==> src/rtl/sixteen_bit_adder_pkg.sv <==
// Shared constants for the sixteen_bit_adder datapath.
// DATA_W     : full operand / sum width
// SLICE_W    : width of one ripple slice (four_bit_adder)
// NUM_SLICES : number of slices chained to cover DATA_W
package sixteen_bit_adder_pkg;

    localparam int unsigned DATA_W     = 16;
    localparam int unsigned SLICE_W    = 4;
    localparam int unsigned NUM_SLICES = DATA_W / SLICE_W;

endpackage

==> src/rtl/sixteen_bit_adder_if.sv <==
// Operand/result bundle for sixteen_bit_adder.
// a, b : unsigned addends        (master -> slave)
// ci   : carry-in                (master -> slave)
// s    : registered sum [15:0]   (slave -> master)
// co   : registered carry-out    (slave -> master)
interface sixteen_bit_adder_if;
    import sixteen_bit_adder_pkg::*;

    logic [DATA_W-1:0] a;
    logic [DATA_W-1:0] b;
    logic              ci;
    logic [DATA_W-1:0] s;
    logic              co;

    modport master (
        output a,
        output b,
        output ci,
        input  s,
        input  co
    );

    modport slave (
        input  a,
        input  b,
        input  ci,
        output s,
        output co
    );

endinterface

==> src/rtl/sixteen_bit_adder_four_bit_adder.sv <==
// four_bit_adder: combinational 4-bit ripple-carry slice built from four
// 1-bit full-adder stages.
// a_i, b_i : 4-bit addends
// ci_i     : carry-in to bit 0
// s_o      : 4-bit sum
// co_o     : carry-out of bit 3
module four_bit_adder
    import sixteen_bit_adder_pkg::*;
(
    input  logic [SLICE_W-1:0] a_i,
    input  logic [SLICE_W-1:0] b_i,
    input  logic               ci_i,
    output logic [SLICE_W-1:0] s_o,
    output logic               co_o
);

    // carry[i] is the carry into bit i; carry[SLICE_W] leaves the slice.
    logic [SLICE_W:0] carry;

    always_comb begin
        carry    = '0;
        s_o      = '0;
        carry[0] = ci_i;
        for (int i = 0; i < int'(SLICE_W); i++) begin
            s_o[i]     = a_i[i] ^ b_i[i] ^ carry[i];
            carry[i+1] = (a_i[i] & b_i[i]) | (a_i[i] & carry[i]) | (b_i[i] & carry[i]);
        end
    end

    assign co_o = carry[SLICE_W];

endmodule

==> src/rtl/sixteen_bit_adder.sv <==
// sixteen_bit_adder: registered 16-bit unsigned adder, {co,s} = a + b + ci,
// one cycle of latency, a new operand set accepted every cycle.
// clk : rising-edge clock
// rst : synchronous active-high reset, clears s and co
// bus : slave side of sixteen_bit_adder_if (a, b, ci in; s, co out)
module sixteen_bit_adder
    import sixteen_bit_adder_pkg::*;
(
    input  logic                 clk,
    input  logic                 rst,
    sixteen_bit_adder_if.slave   bus
);

    // Ripple chain: slice k's carry-out feeds slice k+1's carry-in.
    logic [NUM_SLICES:0] slice_carry;
    logic [DATA_W-1:0]   sum_d;
    logic [DATA_W-1:0]   s_q;
    logic                co_q;

    assign slice_carry[0] = bus.ci;

    for (genvar k = 0; k < NUM_SLICES; k++) begin : g_slice
        four_bit_adder u_four_bit_adder (
            .a_i  (bus.a[k*SLICE_W +: SLICE_W]),
            .b_i  (bus.b[k*SLICE_W +: SLICE_W]),
            .ci_i (slice_carry[k]),
            .s_o  (sum_d[k*SLICE_W +: SLICE_W]),
            .co_o (slice_carry[k+1])
        );
    end

    // Reset takes priority over any operands presented on the same edge.
    always_ff @(posedge clk) begin
        if (rst) begin
            s_q  <= '0;
            co_q <= 1'b0;
        end else begin
            s_q  <= sum_d;
            co_q <= slice_carry[NUM_SLICES];
        end
    end

    assign bus.s  = s_q;
    assign bus.co = co_q;

endmodule

==> src/flat_wrapper.sv <==
// flat-port wrapper written by rule: the top's interface ports become plain ports
module sixteen_bit_adder_flat import sixteen_bit_adder_pkg::*;
  (clk, rst, bus_a, bus_b, bus_ci, bus_s, bus_co);
  sixteen_bit_adder_if bus_i ();
  input  logic clk;
  input  logic rst;
  input wire logic [$bits(bus_i.a)-1:0] bus_a;
  input wire logic [$bits(bus_i.b)-1:0] bus_b;
  input wire logic [$bits(bus_i.ci)-1:0] bus_ci;
  output wire logic [$bits(bus_i.s)-1:0] bus_s;
  output wire logic [$bits(bus_i.co)-1:0] bus_co;
  assign bus_i.a = bus_a;
  assign bus_i.b = bus_b;
  assign bus_i.ci = bus_ci;
  assign bus_s = bus_i.s;
  assign bus_co = bus_i.co;
  sixteen_bit_adder u_core (.clk(clk), .rst(rst), .bus(bus_i));
endmodule
==> config.mk <==
export PLATFORM = sky130hd
export DESIGN_NAME = sixteen_bit_adder_flat
export DESIGN_NICKNAME = d
export VERILOG_FILES = /design/src/rtl/sixteen_bit_adder_pkg.sv /design/src/rtl/sixteen_bit_adder_if.sv /design/src/rtl/sixteen_bit_adder_four_bit_adder.sv /design/src/rtl/sixteen_bit_adder.sv /design/src/flat_wrapper.sv
export SDC_FILE = /design/constraint.sdc
export NUM_CORES = 1
export LEC_CHECK = 0
export ABC_AREA = 1
export CELL_PAD_IN_SITES_DETAIL_PLACEMENT = 0
export CELL_PAD_IN_SITES_GLOBAL_PLACEMENT = 1
export CORE_MARGIN = 2
export CORE_UTILIZATION = 24
export CTS_BUF_LIST = sky130_fd_sc_hd__clkbuf_2
export CTS_CLUSTER_DIAMETER = 150
export DETAILED_ROUTE_END_ITERATION = 7
export PLACE_DENSITY = 0.78
export REMOVE_ABC_BUFFERS = 1
export SLEW_MARGIN = 20
export SYNTH_ARGS = -nofsm -noshare
export SYNTH_HDL_FRONTEND = slang
export SYNTH_SLANG_ARGS = --single-unit
==> constraint.sdc <==
create_clock -name clk -period 7.7 [get_ports clk]
set_input_delay 1.155 -clock clk [delete_from_list [all_inputs] [get_ports clk]]
set_output_delay 1.155 -clock clk [all_outputs]
set_load 0.005 [all_outputs]
==> results of run 1 <==
==> cell type report <==
cell class	instances	area, um^2	share of cell area [%]
repair buffers	51	510.5	36.30
clock buffers	4	20.02	1.423
flip-flops and latches	17	340.3	24.20
well taps	46	57.56	4.093
inverters	21	78.83	5.605
multi-input cells	33	399.1	28.38
==> state kept, by name, indices dropped and copies added (netlist names) <==
register and count:
u_core.bus.s 16, u_core.bus.co 1
==> routing by layer <==
layer / track usage, % / routed length [um] / share of wire (%) / vias up
li1: - / - / - / 302
met1: 9.310 / 570 / 33 / 282
met2: 18.28 / 994 / 58 / 30
met3: 2.162 / 126 / 7.4 / 2
met4: 5.833 / 19 / 1.1 / 0
met5: 0 / 0 / 0 / -
==> report_power, final <==
| part | switching (mW) | internal, mW | total [mW] |
|---|---|---|---|
| Clock | 0.0288 | 0.0138 | 0.0426 |
| Sequential | 0.00257 | 0.0992 | 0.102 |
| Combinational | 0.0266 | 0.0473 | 0.0739 |
| Total | 0.0580 | 0.160 | 0.218 |
==> stage by stage <==
step / setup WS [ns] / utilization, %
after floorplan: 0.4069 / -
after global placement: -0.2763 / 41.09
after detailed placement: -0.3847 / 41.09
after CTS: 0.003550 / 41.77
after global routing: 0.05579 / 42.14
final: 0.2937 / 42.14
==> timing repair <==
action | CTS | global route
resized for setup | 1 | 5
endpoints found under the setup margin | 1 | 1
hold endpoints to repair | 0 | 0
==> cells by family (layout without fill, tap and decap cells) <==
kind of cell	after synthesis	in the layout
buffers and inverters	23	76
flip-flops	17	17
AND/OR/NAND/NOR	17	17
adder cells (fa/ha/maj)	16	16
==> placed cells by master, fill, tap and decap left out, drive strengths merged <==
master and count:
clkbuf 4, nor2 17, fa 16, inv 21, clkdlybuf4s50 51, dfxtp 17
==> how the worst max path moves through the flow <==
stage / slack (ns) / startpoint / cells past startpoint / to
final: 0.29 / bus_ci / 21 / u_core.bus.s[15]
after global routing: 0.06 / bus_ci / 21 / u_core.bus.s[15]
after CTS: 0.004 / bus_ci / 21 / u_core.bus.s[15]
after detailed placement: -0.38 / bus_ci / 21 / u_core.bus.s[15]
after global placement: -0.28 / bus_ci / 21 / u_core.bus.s[15]
after floorplan: 0.41 / bus_ci / 20 / u_core.bus.s[15]
==> Implementation_results.wiki, run 1 <==
{| class="wikitable"
! Metric !! Value
|-
| Outcome || complete, no violations
|-
| Worst setup path class || input port to flip-flop
|-
| Maximum clock frequency || 0.1350 GHz
|-
| Final standard cell count with taps included and fillers excluded || 172
|-
| Number of global-route vias before repair || 668
|-
| Worst hold-check slack || 1.546 ns
|-
| Slowest stage delay, CP || 0.40 ns
|-
| Cell with the most instances after synthesis || inv_1
|-
| Data arrival time of the critical path || 7.64 ns
|-
| Number of buffers added on ports || 51
|-
| Die height || 62.79 um
|-
| Count of boundary I/O pins || 52
|-
| Peak supply drop || 0.00004024 V
|-
| Critical Path, Cell by Cell || clkdlybuf4s50_1 > inv_1 > fa_1 > inv_1 > fa_1 > fa_2 > fa_2 > fa_2 > fa_1 > fa_1 > fa_1 > fa_2 > fa_2 > fa_1 > fa_1 > fa_2 > fa_1 > fa_1 > inv_1 > fa_1 > nor2_1
|-
| Placed cell count || 168
|-
| Slowest stage cell, crit path || clkdlybuf4s50_1
|-
| Synthesized-area fraction occupied by ao, oa, aoi and oai cells || 0%
|-
| Site row count || 21
|-
| Startpoint of the lowest-slack hold path || bus_a[15]
|-
| Area fraction of the dominant cell type after synthesis || 41.03%
|-
| Post-synthesis xor/xnor area fraction || 0%
|-
| Setup Total Neg Slack || 0 ns
|-
| Path category of the worst min-delay check || input port to flip-flop
|-
| Kind of capture point of the worst setup path || flip-flop
|-
| Pwr dens || 155.2 nW/um^2
|-
| Layout cell share with drive strength beyond 1 || 7.937%
|-
| Global placer's final weighted congestion || 0.6571
|-
| Largest net degree at the start of global routing || 18
|-
| Buffer cell driving the clock tree root || clkbuf_2
|-
| Sequential-to-total area share from yosys stat || 41.03%
|-
| Setup fix buffers added after clock tree synthesis || 0
|-
| Initial standard-cell utilization of the core || 24.86%
|-
| Number of hold buffers added after cts || 0
|-
| Number of nets in the final layout || 178
|-
| Primary flip-flop cell chosen by synthesis mapping || dfxtp_1
|-
| Number of synthesized register bits || 17
|-
| Overall Power || 0.2183 mW
|-
| Clock tree from TritonCTS || built
|-
| Synthesized-area fraction occupied by adder cells || 38.61%
|-
| Total Routed Length || 1710 um
|-
| Leakage power figure || 0.6106 nW
|-
| Worst path required time || 7.94 ns
|-
| Basic-gate share of the synthesized area counting and, or, nand and nor cells || 7.692%
|-
| Hold Crit Endpoint || u_core.bus.s[15]
|-
| Vias post-DR || 616
|-
| Crit path buf inv count || 4
|-
| Max Transition Viols Final || 0
|-
| Slew headroom || 58.12%
|-
| Clock period minus worst slack || 7.406 ns
|-
| Endpoints failing setup || 0
|-
| Area of the die || 3943 um^2
|-
| Clock slew at reported path FFs || 0.17 ns
|-
| Synth area leader || dfxtp_1
|-
| Number of buffers created by CTS || 3
|-
| Launching element type of the critical path || input port
|-
| Yosys synthesis warning count || 0
|-
| EDFF count, synth || 0
|-
| Ant diodes || 0
|-
| Area growth from synthesis to layout || 69.53%
|-
| Mux cell area share after synthesis || 0%
|-
| Post-Place Cell Area || 1371 um^2
|-
| Initial antenna violation count || 0
|-
| Floorplan core area || 3337 um^2
|-
| Clock Path Buffers || 2
|-
| Worst Path Max Fanout || 1
|-
| Part of the cycle the worst path needs || 96.19%
|-
| CTS H-Tree Depth || 1
|-
| Number of failing hold endpoints at the final stage || 0
|-
| Post-synthesis instance total || 73
|-
| Detail Route Antenna Nets || 0
|-
| Initial DRC count || 11
|-
| Detailed placer's ending HPWL || 1449 um
|-
| Number of filler cells placed in the layout || 337
|-
| Synthesized area divided by synthesized cell count || 11.36 um^2
|-
| Ranking of synthesized cells by instance count || inv_1 (21), dfxtp_1 (17), nor2_1 (17), fa_1 (16)
|-
| Average routed wire per standard cell || 9.942 um
|-
| Number of vias per cell after detailed routing || 3.581
|-
| GRT Util Overall || 9.612%
|-
| RSZ-0062 raised after global routing || no
|-
| Number of stages on the worst hold path || 4
|-
| Pin slew with the least headroom to its limit || 0.6262 ns
|-
| Main combinational cell family by area after synthesis || adder cells
|-
| Remaining routing DRC violations || 0
|-
| Post-route cell area || 1406 um^2
|-
| Clock sinks || 17
|-
| 1st-pass router iterations || 4
|-
| Number of violations of the max-capacitance limit || 0
|-
| Async S/R FF share, synth || 0%
|-
| Top cells by area in the synthesized netlist || dfxtp_1 (41%), fa_1 (39%), inv_1 (9.5%)
|-
| Most common cell on crit path || fa_1
|-
| Family with the most delay on the worst path || adder cells
|-
| Distinct cell type count after synthesis || 6
|-
| Wire length of the first global-routing pass || 2842 um
|-
| Post-Synthesis Cell Area || 829.5 um^2
|-
| Die W || 62.79 um
|-
| Total gr overflow || 0
|}
Power figures use the tool's default switching activity.
==> run 2, diff against run 1 <==
HOLD_SLACK_MARGIN = 0.05   (was default)
==> results of run 2 <==
The final DEF is identical to that of run 1; final timing and power are the same.
==> run 3, diff against run 2 <==
clock period = 6.1 ns   (was 7.7 ns; I/O delays follow)
==> run 3 against run 2 <==
The run now ends with negative setup slack left. Sequential power increased by 25%. Utilization rose by 0.86 points. Count of clock-buffer cells in the layout did not move. Critical path depth stayed put. Via count did not move. Largest cell class unchanged. Highest routed layer unchanged.
==> Implementation_results.wiki, run 3 (synthesized netlist as in run 1, its figures left out) <==
{| class="wikitable"
! Metric !! Value
|-
| Number of failing hold endpoints at the final stage || 0 (unchanged)
|-
| Worst Path Max Fanout || 1 (unchanged)
|-
| Total gr overflow || 0 (unchanged)
|-
| Number of hold buffers added after cts || 0 (unchanged)
|-
| Wire length of the first global-routing pass || 2877 um (+1.2%)
|-
| Number of vias per cell after detailed routing || 3.581 (unchanged)
|-
| Remaining routing DRC violations || 0 (unchanged)
|-
| Pin slew with the least headroom to its limit || 0.6040 ns (-0.02219 ns)
|-
| Detailed placer's ending HPWL || 1414 um (-2.4%)
|-
| Die height || 62.79 um (unchanged)
|-
| Critical Path, Cell by Cell || buf_6 > inv_4 > fa_2 > inv_2 > fa_2 > fa_2 > fa_2 > fa_2 > fa_2 > fa_2 > fa_2 > fa_2 > fa_2 > fa_2 > fa_2 > fa_2 > fa_2 > fa_2 > inv_2 > fa_1 > nor2_1
|-
| Initial standard-cell utilization of the core || 24.86% (unchanged)
|-
| Number of cells on the critical path || 21 (unchanged)
|-
| Max FFs per register || 16 (unchanged)
|-
| Clock sinks || 17 (unchanged)
|-
| Overall Power || 0.2755 mW (+26%)
|-
| Setup Total Neg Slack || -0.5668 ns (-0.5668 ns)
|-
| Largest net degree at the start of global routing || 18 (unchanged)
|-
| Slowest stage delay, CP || 0.40 ns (about the same)
|-
| Worst path required time || 6.33 ns (-1.61 ns)
|-
| Kind of capture point of the worst setup path || flip-flop
|-
| Leakage power figure || 0.6073 nW (-0.53%)
|-
| Initial antenna violation count || 0 (unchanged)
|-
| GRT Util Overall || 9.562% (-0.049 points)
|-
| Data arrival time of the critical path || 6.67 ns (-0.97 ns)
|-
| Most used cells in the layout excluding fill and tap cells || clkdlybuf4s50_1 (46), nor2_1 (17), dfxtp_1 (17)
|-
| Pwr dens || 191.9 nW/um^2 (+24%)
|-
| Crit path buf inv count || 4 (unchanged)
|-
| Startpoint of the lowest-slack hold path || bus_b[0]
|-
| Detail Route Antenna Nets || 0 (unchanged)
|-
| Vias post-DR || 616 (unchanged)
|-
| Count of boundary I/O pins || 52 (unchanged)
|-
| Clock tree from TritonCTS || built
|-
| Number of buffers added on ports || 51 (unchanged)
|-
| Layout cell share with drive strength beyond 1 || 21.43% (+13 points)
|-
| Path category of the worst min-delay check || input port to flip-flop
|-
| Family with the most delay on the worst path || adder cells
|-
| Setup fix buffers added after clock tree synthesis || 0 (unchanged)
|-
| Max Transition Viols Final || 0 (unchanged)
|-
| Site row count || 21 (unchanged)
|-
| Global placer's final weighted congestion || 0.6630 (+0.90%)
|-
| Slowest stage cell, crit path || fa_1
|-
| Floorplan core area || 3337 um^2 (unchanged)
|-
| Endpoint of the worst setup timing path || u_core.bus.s[15]
|-
| Number of violations of the max-capacitance limit || 0 (unchanged)
|-
| Maximum clock frequency || 0.1552 GHz
|-
| Pre-CTS setup slack || -1.686 ns (-1.302 ns)
|-
| Clock period minus worst slack || 6.442 ns
|-
| Clock Path Buffers || 2 (unchanged)
|-
| Buffer cell driving the clock tree root || clkbuf_2
|-
| Number of nets in the final layout || 178 (unchanged)
|-
| Number of filler cells placed in the layout || 346 (+2.7%)
|-
| Area of the die || 3943 um^2 (unchanged)
|-
| Initial DRC count || 15 (+4)
|-
| Slew headroom || 59.61% (+1.5 points)
|-
| Launching element type of the critical path || input port
|-
| Die W || 62.79 um (unchanged)
|-
| Clock slew at reported path FFs || 0.16 ns (about the same)
|-
| Endpoints failing setup || 3 (+3)
|-
| Average routed wire per standard cell || 9.767 um (-1.8%)
|-
| Violations in the final reports || negative setup slack
|-
| Number of buffers created by CTS || 3 (unchanged)
|-
| Total Routed Length || 1680 um (-1.8%)
|-
| Area growth from synthesis to layout || 73.00%
|-
| Worst-case setup margin in the final layout || -0.3421 ns (-0.6358 ns)
|-
| Final standard cell count with taps included and fillers excluded || 172 (unchanged)
|-
| Most common cell after layout, fill and taps aside || clkdlybuf4s50_1
|-
| Part of the cycle the worst path needs || 105.6%
|-
| Number of global-route vias before repair || 704 (+5.4%)
|-
| Outcome || finished with violations
|-
| Ant diodes || 0 (unchanged)
|-
| Crit path launch || bus_a[0]
|-
| CTS H-Tree Depth || 1 (unchanged)
|-
| Most common cell on crit path || fa_2
|-
| Peak supply drop || 0.00005585 V (+39%)
|-
| Worst setup path class || input port to flip-flop
|-
| RSZ-0062 raised after global routing || yes
|-
| 1st-pass router iterations || 4 (unchanged)
|-
| Placed cell count || 168 (unchanged)
|}
-- run 3: cell count changes in the layout (fill, tap and decap cells not counted), sizes merged --
cell           change
clkdlybuf4s50      -5
buf                +3
dlygate4sd2        +2
-- run 3: how the worst min path moves through the flow --
stage / to / slack, ns / depth (start not counted)
floorplan: u_core.bus.co / 0.98 / 1
global placement: u_core.bus.s[0] / 1.62 / 4
detailed placement: bus_s[14] / 1.62 / 1
CTS: u_core.bus.s[0] / 0.99 / 4
global route: u_core.bus.s[0] / 0.99 / 4
finish: u_core.bus.s[0] / 1.01 / 4
-- run 3: cell type report --
cell class | instances | area, um^2 | area share [%]
tap | 46 | 57.56 | 4.010
clock buffer | 4 | 20.02 | 1.395
multi-input combinational | 33 | 421.7 | 29.38
sequential | 17 | 340.3 | 23.71
timing repair buffer | 51 | 511.7 | 35.66
inverter | 21 | 83.83 | 5.841
-- run 3: metal layers --
metal	up-vias	track usage [%]	wire [um]
met5	-	0	0
met4	0	5.833	25
met3	2	1.802	124
met2	28	19.76	996
met1	284	8.133	533
li1	302	-	-
-- run 3: through the flow --
stage / instance area (um^2) / util [%] / hold WS, ns
finish: 1435 / 43.01 / 1.005
global route: 1435 / 43.01 / 0.9891
CTS: 1426 / 42.74 / 0.9860
detailed placement: 1371 / 41.09 / 1.617
global placement: 1371 / 41.09 / 1.617
floorplan: 803.3 / - / 0.9817
-- run 3: report_power, final --
group	leakage, nW	internal, mW	switching [mW]
Combinational	0.449	0.0606	0.0341
Clock	0.0166	0.0174	0.0349
Sequential	0.142	0.125	0.00328
Total	0.607	0.203	0.0723
-- run 3: timing repair --
| item | in CTS | in global routing |
|---|---|---|
| gates cloned | 0 | 0 |
| resized for setup | 35 | 2 |
| endpoints found under the setup margin | 5 | 4 |
| pin swaps | 16 | 16 |
